## src/rtl/cpu_ddr_responder.sv

```systemverilog
// Toggle req/ack CPU memory responder with a one-line 64-bit read cache.
// Reads and byte-enabled write-through writes go to a 64-bit DDR stream port.
module cpu_ddr_responder #(
    parameter logic [31:0] BASE_ADDR = 32'h3000_0000,
    parameter bit          CACHE_EN  = 1'b1
) (
    input  logic        clk,
    input  logic        reset,
    input  logic [31:0] req_addr,
    input  logic [15:0] req_data,
    input  logic [1:0]  req_be,
    input  logic        req_rw,
    input  logic        req,
    output logic        ack,
    output logic [15:0] q,
    input  logic        flush,
    output logic [31:0] ddr_addr,
    output logic [63:0] ddr_wdata,
    input  logic [63:0] ddr_rdata,
    output logic        ddr_read,
    output logic        ddr_write,
    output logic [7:0]  ddr_burstcnt,
    output logic [7:0]  ddr_byteenable,
    input  logic        ddr_busy,
    input  logic        ddr_read_complete
);

    typedef enum logic [1:0] {IDLE, RD_CMD, RD_WAIT, WR_CMD} state_t;

    state_t        state, state_n;
    logic          valid;
    logic [31:3]   tag;
    logic [63:0]   line;
    logic [31:1]   eff_p0;
    logic [31:1]   eff;
    logic [1:0]    lane;
    logic          pending;
    logic          hit;
    logic          fill_en;
    logic          merge_en;
    logic [7:0]    wr_be;

    function automatic logic [15:0] lane_sel(input logic [63:0] d, input logic [1:0] w);
        return d[{w, 4'b0000} +: 16];
    endfunction

    function automatic logic [63:0] merge_bytes(input logic [63:0] d, input logic [63:0] wd,
                                                input logic [7:0] be);
        logic [63:0] r;
        r = d;
        for (int i = 0; i < 8; i++) begin
            if (be[i]) r[8*i +: 8] = wd[8*i +: 8];
        end
        return r;
    endfunction

    assign ddr_burstcnt = 8'd1;

    // Bit 0 of the sum is never used, so only its carry into bit 1 is kept.
    always_comb begin
        eff      = BASE_ADDR[31:1] + req_addr[31:1] + {30'b0, BASE_ADDR[0] & req_addr[0]};
        lane     = eff[2:1];
        pending  = (req != ack);
        hit      = CACHE_EN && valid && (tag == eff[31:3]);
        wr_be    = {6'b0, req_be} << {lane, 1'b0};
        fill_en  = (state == RD_WAIT) && ddr_read_complete;
        merge_en = (state == IDLE) && pending && !req_rw && hit;
        state_n  = state;
        case (state)
            IDLE: begin
                if (pending) begin
                    if (!req_rw)  state_n = WR_CMD;
                    else if (!hit) state_n = RD_CMD;
                end
            end
            RD_CMD:  if (!ddr_busy)         state_n = RD_WAIT;
            RD_WAIT: if (ddr_read_complete) state_n = IDLE;
            WR_CMD:  if (!ddr_busy)         state_n = IDLE;
            default: state_n = IDLE;
        endcase
    end

    // Stage p0: control, handshake and DDR command registers.
    always_ff @(posedge clk) begin
        if (reset) begin
            state          <= IDLE;
            ack            <= 1'b0;
            q              <= 16'h0;
            ddr_read       <= 1'b0;
            ddr_write      <= 1'b0;
            ddr_addr       <= 32'h0;
            ddr_wdata      <= 64'h0;
            ddr_byteenable <= 8'h0;
            valid          <= 1'b0;
        end else begin
            state <= state_n;
            case (state)
                IDLE: begin
                    if (pending) begin
                        if (req_rw && hit) begin
                            q   <= lane_sel(line, lane);
                            ack <= ~ack;
                        end else if (req_rw) begin
                            ddr_addr       <= {eff[31:3], 3'b000};
                            ddr_byteenable <= 8'hFF;
                            ddr_read       <= 1'b1;
                        end else begin
                            ddr_addr       <= {eff[31:3], 3'b000};
                            ddr_wdata      <= {4{req_data}};
                            ddr_byteenable <= wr_be;
                            ddr_write      <= 1'b1;
                        end
                    end
                end
                RD_CMD: if (!ddr_busy) ddr_read <= 1'b0;
                RD_WAIT: begin
                    if (ddr_read_complete) begin
                        valid <= CACHE_EN;
                        q     <= lane_sel(ddr_rdata, eff_p0[2:1]);
                        ack   <= ~ack;
                    end
                end
                WR_CMD: begin
                    if (!ddr_busy) begin
                        ddr_write <= 1'b0;
                        ack       <= ~ack;
                    end
                end
                default: ;
            endcase
            // A flush overrides any fill or merge in the same cycle.
            if (flush) valid <= 1'b0;
        end
    end

    // Stage p0 data: captured request address and cache line contents.
    always_ff @(posedge clk) begin
        if ((state == IDLE) && pending) eff_p0 <= eff;
        if (fill_en) begin
            line <= ddr_rdata;
            tag  <= eff_p0[31:3];
        end else if (merge_en) begin
            line <= merge_bytes(line, {4{req_data}}, wr_be);
        end
    end

endmodule

```

## config.mk

```make
export PLATFORM = sky130hd
export DESIGN_NAME = cpu_ddr_responder
export DESIGN_NICKNAME = d
export VERILOG_FILES = /design/src/rtl/cpu_ddr_responder.sv
export SDC_FILE = /design/constraint.sdc
export NUM_CORES = 1
export LEC_CHECK = 0
export ABC_CLOCK_PERIOD_IN_PS = 3300
export BUFFER_PORTS_ARGS = -buffer_cell sky130_fd_sc_hd__buf_2
export CAP_MARGIN = 30
export CORE_MARGIN = 2
export CORE_UTILIZATION = 50
export CTS_BUF_LIST = sky130_fd_sc_hd__clkbuf_16
export DETAILED_ROUTE_END_ITERATION = 16
export PLACE_DENSITY = 0.77
export SETUP_SLACK_MARGIN = 0.1
export SYNTH_ARGS = -nofsm -noshare
export SYNTH_HDL_FRONTEND = slang
export SYNTH_SLANG_ARGS = --single-unit
```

## constraint.sdc

```tcl
create_clock -name clk -period 3.3 [get_ports clk]
set_input_delay 0.165 -clock clk [delete_from_list [all_inputs] [get_ports clk]]
set_output_delay 0.165 -clock clk [all_outputs]
set_load 0.02 [all_outputs]
```

==> reports/results.tsv <==
stage	metric	value	unit
run_status	outcome	completed	
critical_path	cpLargestDelayFamily	buffers and inverters	
critical_path	slowest_delay	610	ps
clocking	clkLatencyLatePin	440	ps
drt	routedWlPerCell	18.4	µm
layout	final-seq-area	5230	µm²
critical_path	worstPathCellList	dlygate4sd3_1 > buf_2 > inv_1 > ha_1 > xor2_1 > nand4_1 > nor2_1 > and4_1 > buf_4 > o21ai_0 > a21oi_1	
synthesis	ys_types	45	
die	io_pins	252	
synthesis	mappedNetlistArea	9140	µm²
power	combPwrFrac	0.186	
global_routing	grt_pass1_vias	6826	
power	power_frac_clock	0.337	
place	placed_area	10100	µm²
layout	drive_gt1_frac	0.305	
global_routing	overflow	0	
die	die-area	19400	µm²
timing	layout_min_cycle_time	2580	ps
timing	hold_violations	0	
layout	multiInputGateArea	3230	µm²
critical_path	cp-start-kind	primary input	
drt	via_count	7267	
power	peakVddDrop	0.397	mV
clocking	ctsHtreeMaxLevel	4	
synthesis	synth_edf_count	124	
critical_path	critPathRequiredTime	3670	ps
global_routing	grt_max_degree	62	
critical_path	critPathSlowestCell	and4_1	
drt	via_per_inst	5.54	
place	port-buffer-count	239	
synthesis	yosysSeqAreaShare	0.572	
critical_path	path_class	primary input to register	
synthesis	synth-warning-count	0	
layout	final_cells	1311	
timing	fin_crit_sh	0.782	
place	gp_congestion	0.810	
layout	final_area	11100	µm²
die	die-width	139	µm
drt	routed_wl	24100	µm
timing	setup_tns	0	ps
global_routing	antenna_found_initial	2	
layout	fill_cells	1432	
synthesis	synth_ff_type	edfxtp_1	
timing	clock_skew	12.9	ps
die	core	18000	µm²
global_routing	grt_pass1_wl	36800	µm
timing	tightest_slew	926	ps
timing	fmax	0.387	GHz
clocking	clock_path_buffers	2	
die	die-height	139	µm
synthesis	async_reset_ff_frac	0	
power	p_seq_frac	0.476	
place	dp_hpwl	16500	µm
hold_path	hold_path.class	primary input to register	
drt	remaining_drc_errors	0	
clocking	cts_tree	yes	
place	dp_slack	827	ps
clocking	cts_made_buffers	17	
synthesis	synth_area_per_cell	10.6	µm²
timing	layout_setup_ws	718	ps
die	start_util	0.509	
power	power.switching	1810	µW
layout	area_delta_synth_final	21.1	%
drt	drt_iter0_drc	472	
timing	setup_viol	0	
layout	final_nets	1190	
synthesis	synth_seq_cells	199	
critical_path	crit_fanout	15	
global_routing	track_usage	0.245	
drt	drtPass1Iterations	5	
timing	maxSlewHeadroom	0.383	
power	powerDensity	564	nW/µm²
power	p_total	6230	µW
power	cellLeakagePower	0.00467	µW
clocking	cts.repair.resized	0	
clocking	clkSlewWorstSetupHoldPaths	70	ps
clocking	clock_sinks	199	
critical_path	end_kind	register	
run	maxCapViolations	0	
timing	rsz0062_at_grt	no	
clocking	cts-root-buf	clkbuf_16	
die	rows	49	
power	p_int	4430	µW
place	place_inst	1243	
power	swShare	0.290	
drt	final_antenna_net_count	0	
timing	slew_violations	0	
synthesis	synthCells	861	
critical_path	cp_data_arrival_time	2950	ps
critical_path	cp_num_buf_inv	4	
flip-flops by register name (all words and copies together), names as in the netlist:
name,flops
valid,1
eff_p0,31
ddr_wdata,16
ddr_read,1
ack,1
ddr_write,1
state,2
ddr_byteenable,8
ddr_addr,29
line,64
q,16
tag,29
through the flow:
step                      hold WS [ps]  utilization
after floorplan                    244            -
after global placement             334        0.563
after detailed placement           336        0.563
after CTS                         1.68        0.615
after global routing              5.92        0.615
final                             14.3        0.616
Yosys cell counts (all sizes together), types with 2 or more instances:
library cell | number | area, µm²
o21a | 9 | 67.6
nor3 | 37 | 185
clkbuf | 42 | 159
mux2i | 49 | 490
a211oi | 34 | 305
and2 | 3 | 18.8
and4 | 3 | 31.3
dfxtp | 75 | 1500
nor4 | 2 | 12.5
xnor2 | 23 | 209
o32ai | 2 | 17.5
nand4 | 6 | 37.5
a21oi | 56 | 280
o21ai | 28 | 140
nor2 | 14 | 55.1
inv | 10 | 37.5
a31o | 8 | 70.1
mux2 | 15 | 169
nand2 | 188 | 706
xor2 | 8 | 70.1
edfxtp | 124 | 3720
o22ai | 15 | 93.8
buf | 71 | 517
or2 | 2 | 12.5
nand3 | 26 | 130
conb | 2 | 7.51
or3 | 2 | 12.5
metal layers:
layer  routed length [µm]  up-vias  GRT usage
li1                     -     3412          -
met1                 9700     3460      0.314
met2                11800      349      0.399
met3                 2100       44     0.0656
met4                  545        2     0.0914
met5                   13        -          0
logic make-up (layout without fill, tap and decap cells):
kind of cell             after synthesis  after routing  synth area share
AO/OA/AOI/OAI                        155            155             0.109
XOR/XNOR                              32             32            0.0331
adder cells (fa/ha/maj)                1              1           0.00137
buffers and inverters                123            334            0.0781
flip-flops                           199            199             0.572
multiplexers                          64             64            0.0722
other                                  2             12          0.000822
AND/OR/NAND/NOR                      285            285             0.133
repair_timing:
action,4_1_cts,5_1_grt
endpoints found under the hold margin,37,0
setup buffers,0,0
hold buffers,35,0
area by class of cell:
cell class / count / area share
multi-input cells: 548 / 0.292
well taps: 229 / 0.0259
repair buffers: 292 / 0.152
clock buffers: 17 / 0.0385
inverters: 10 / 0.00351
flip-flops and latches: 199 / 0.473
clock inverters: 15 / 0.0149
diodes: 1 / 0.000226
layout by cell type (no fill, tap or decap), types with 9 or more instances in the layout:
cell,instances
a21oi_1,56
nand3_1,26
a211oi_2,10
dlygate4sd3_1,35
mux2_2,15
buf_4,18
a211oi_1,24
buf_2,239
xnor2_1,22
nor2_1,12
o21ai_0,27
mux2i_1,49
dfxtp_1,75
nor3_1,37
o22ai_1,15
edfxtp_1,124
conb_1,11
nand2_1,188
clkbuf_16,17
o21a_1,9
worst paths after layout:
kind | start | to | slack (ps) | cells past startpoint
min | req_data[14] | ddr_wdata[62] | 10 | 3
max | req_addr[28] | ddr_addr[17] | 720 | 11
min reg2reg | eff_p0[8] | tag[8] | 420 | 0
max reg2reg | state[1] | line[16] | 870 | 8
power groups by stage:
stage / Combinational (µW) / Sequential (µW) / Clock, µW
2_1_floorplan: 668 / 3120 / 0
3_3_place_gp: 1100 / 3010 / 0
3_5_place_dp: 1120 / 3020 / 0
4_1_cts: 1160 / 2970 / 2130
5_1_grt: 1250 / 2990 / 2210
6_report: 1160 / 2970 / 2100
worst register-to-register path: cells and delay by family, from the launching register on:
kind                   cells  cell delay [ps]
DFF                        1              420
and+or+nand+nor            2              190
buffers and inverters      5             1210
AOI/OAI and AO/OA          1              300
Note: power is estimated with default switching activity, not from simulation.
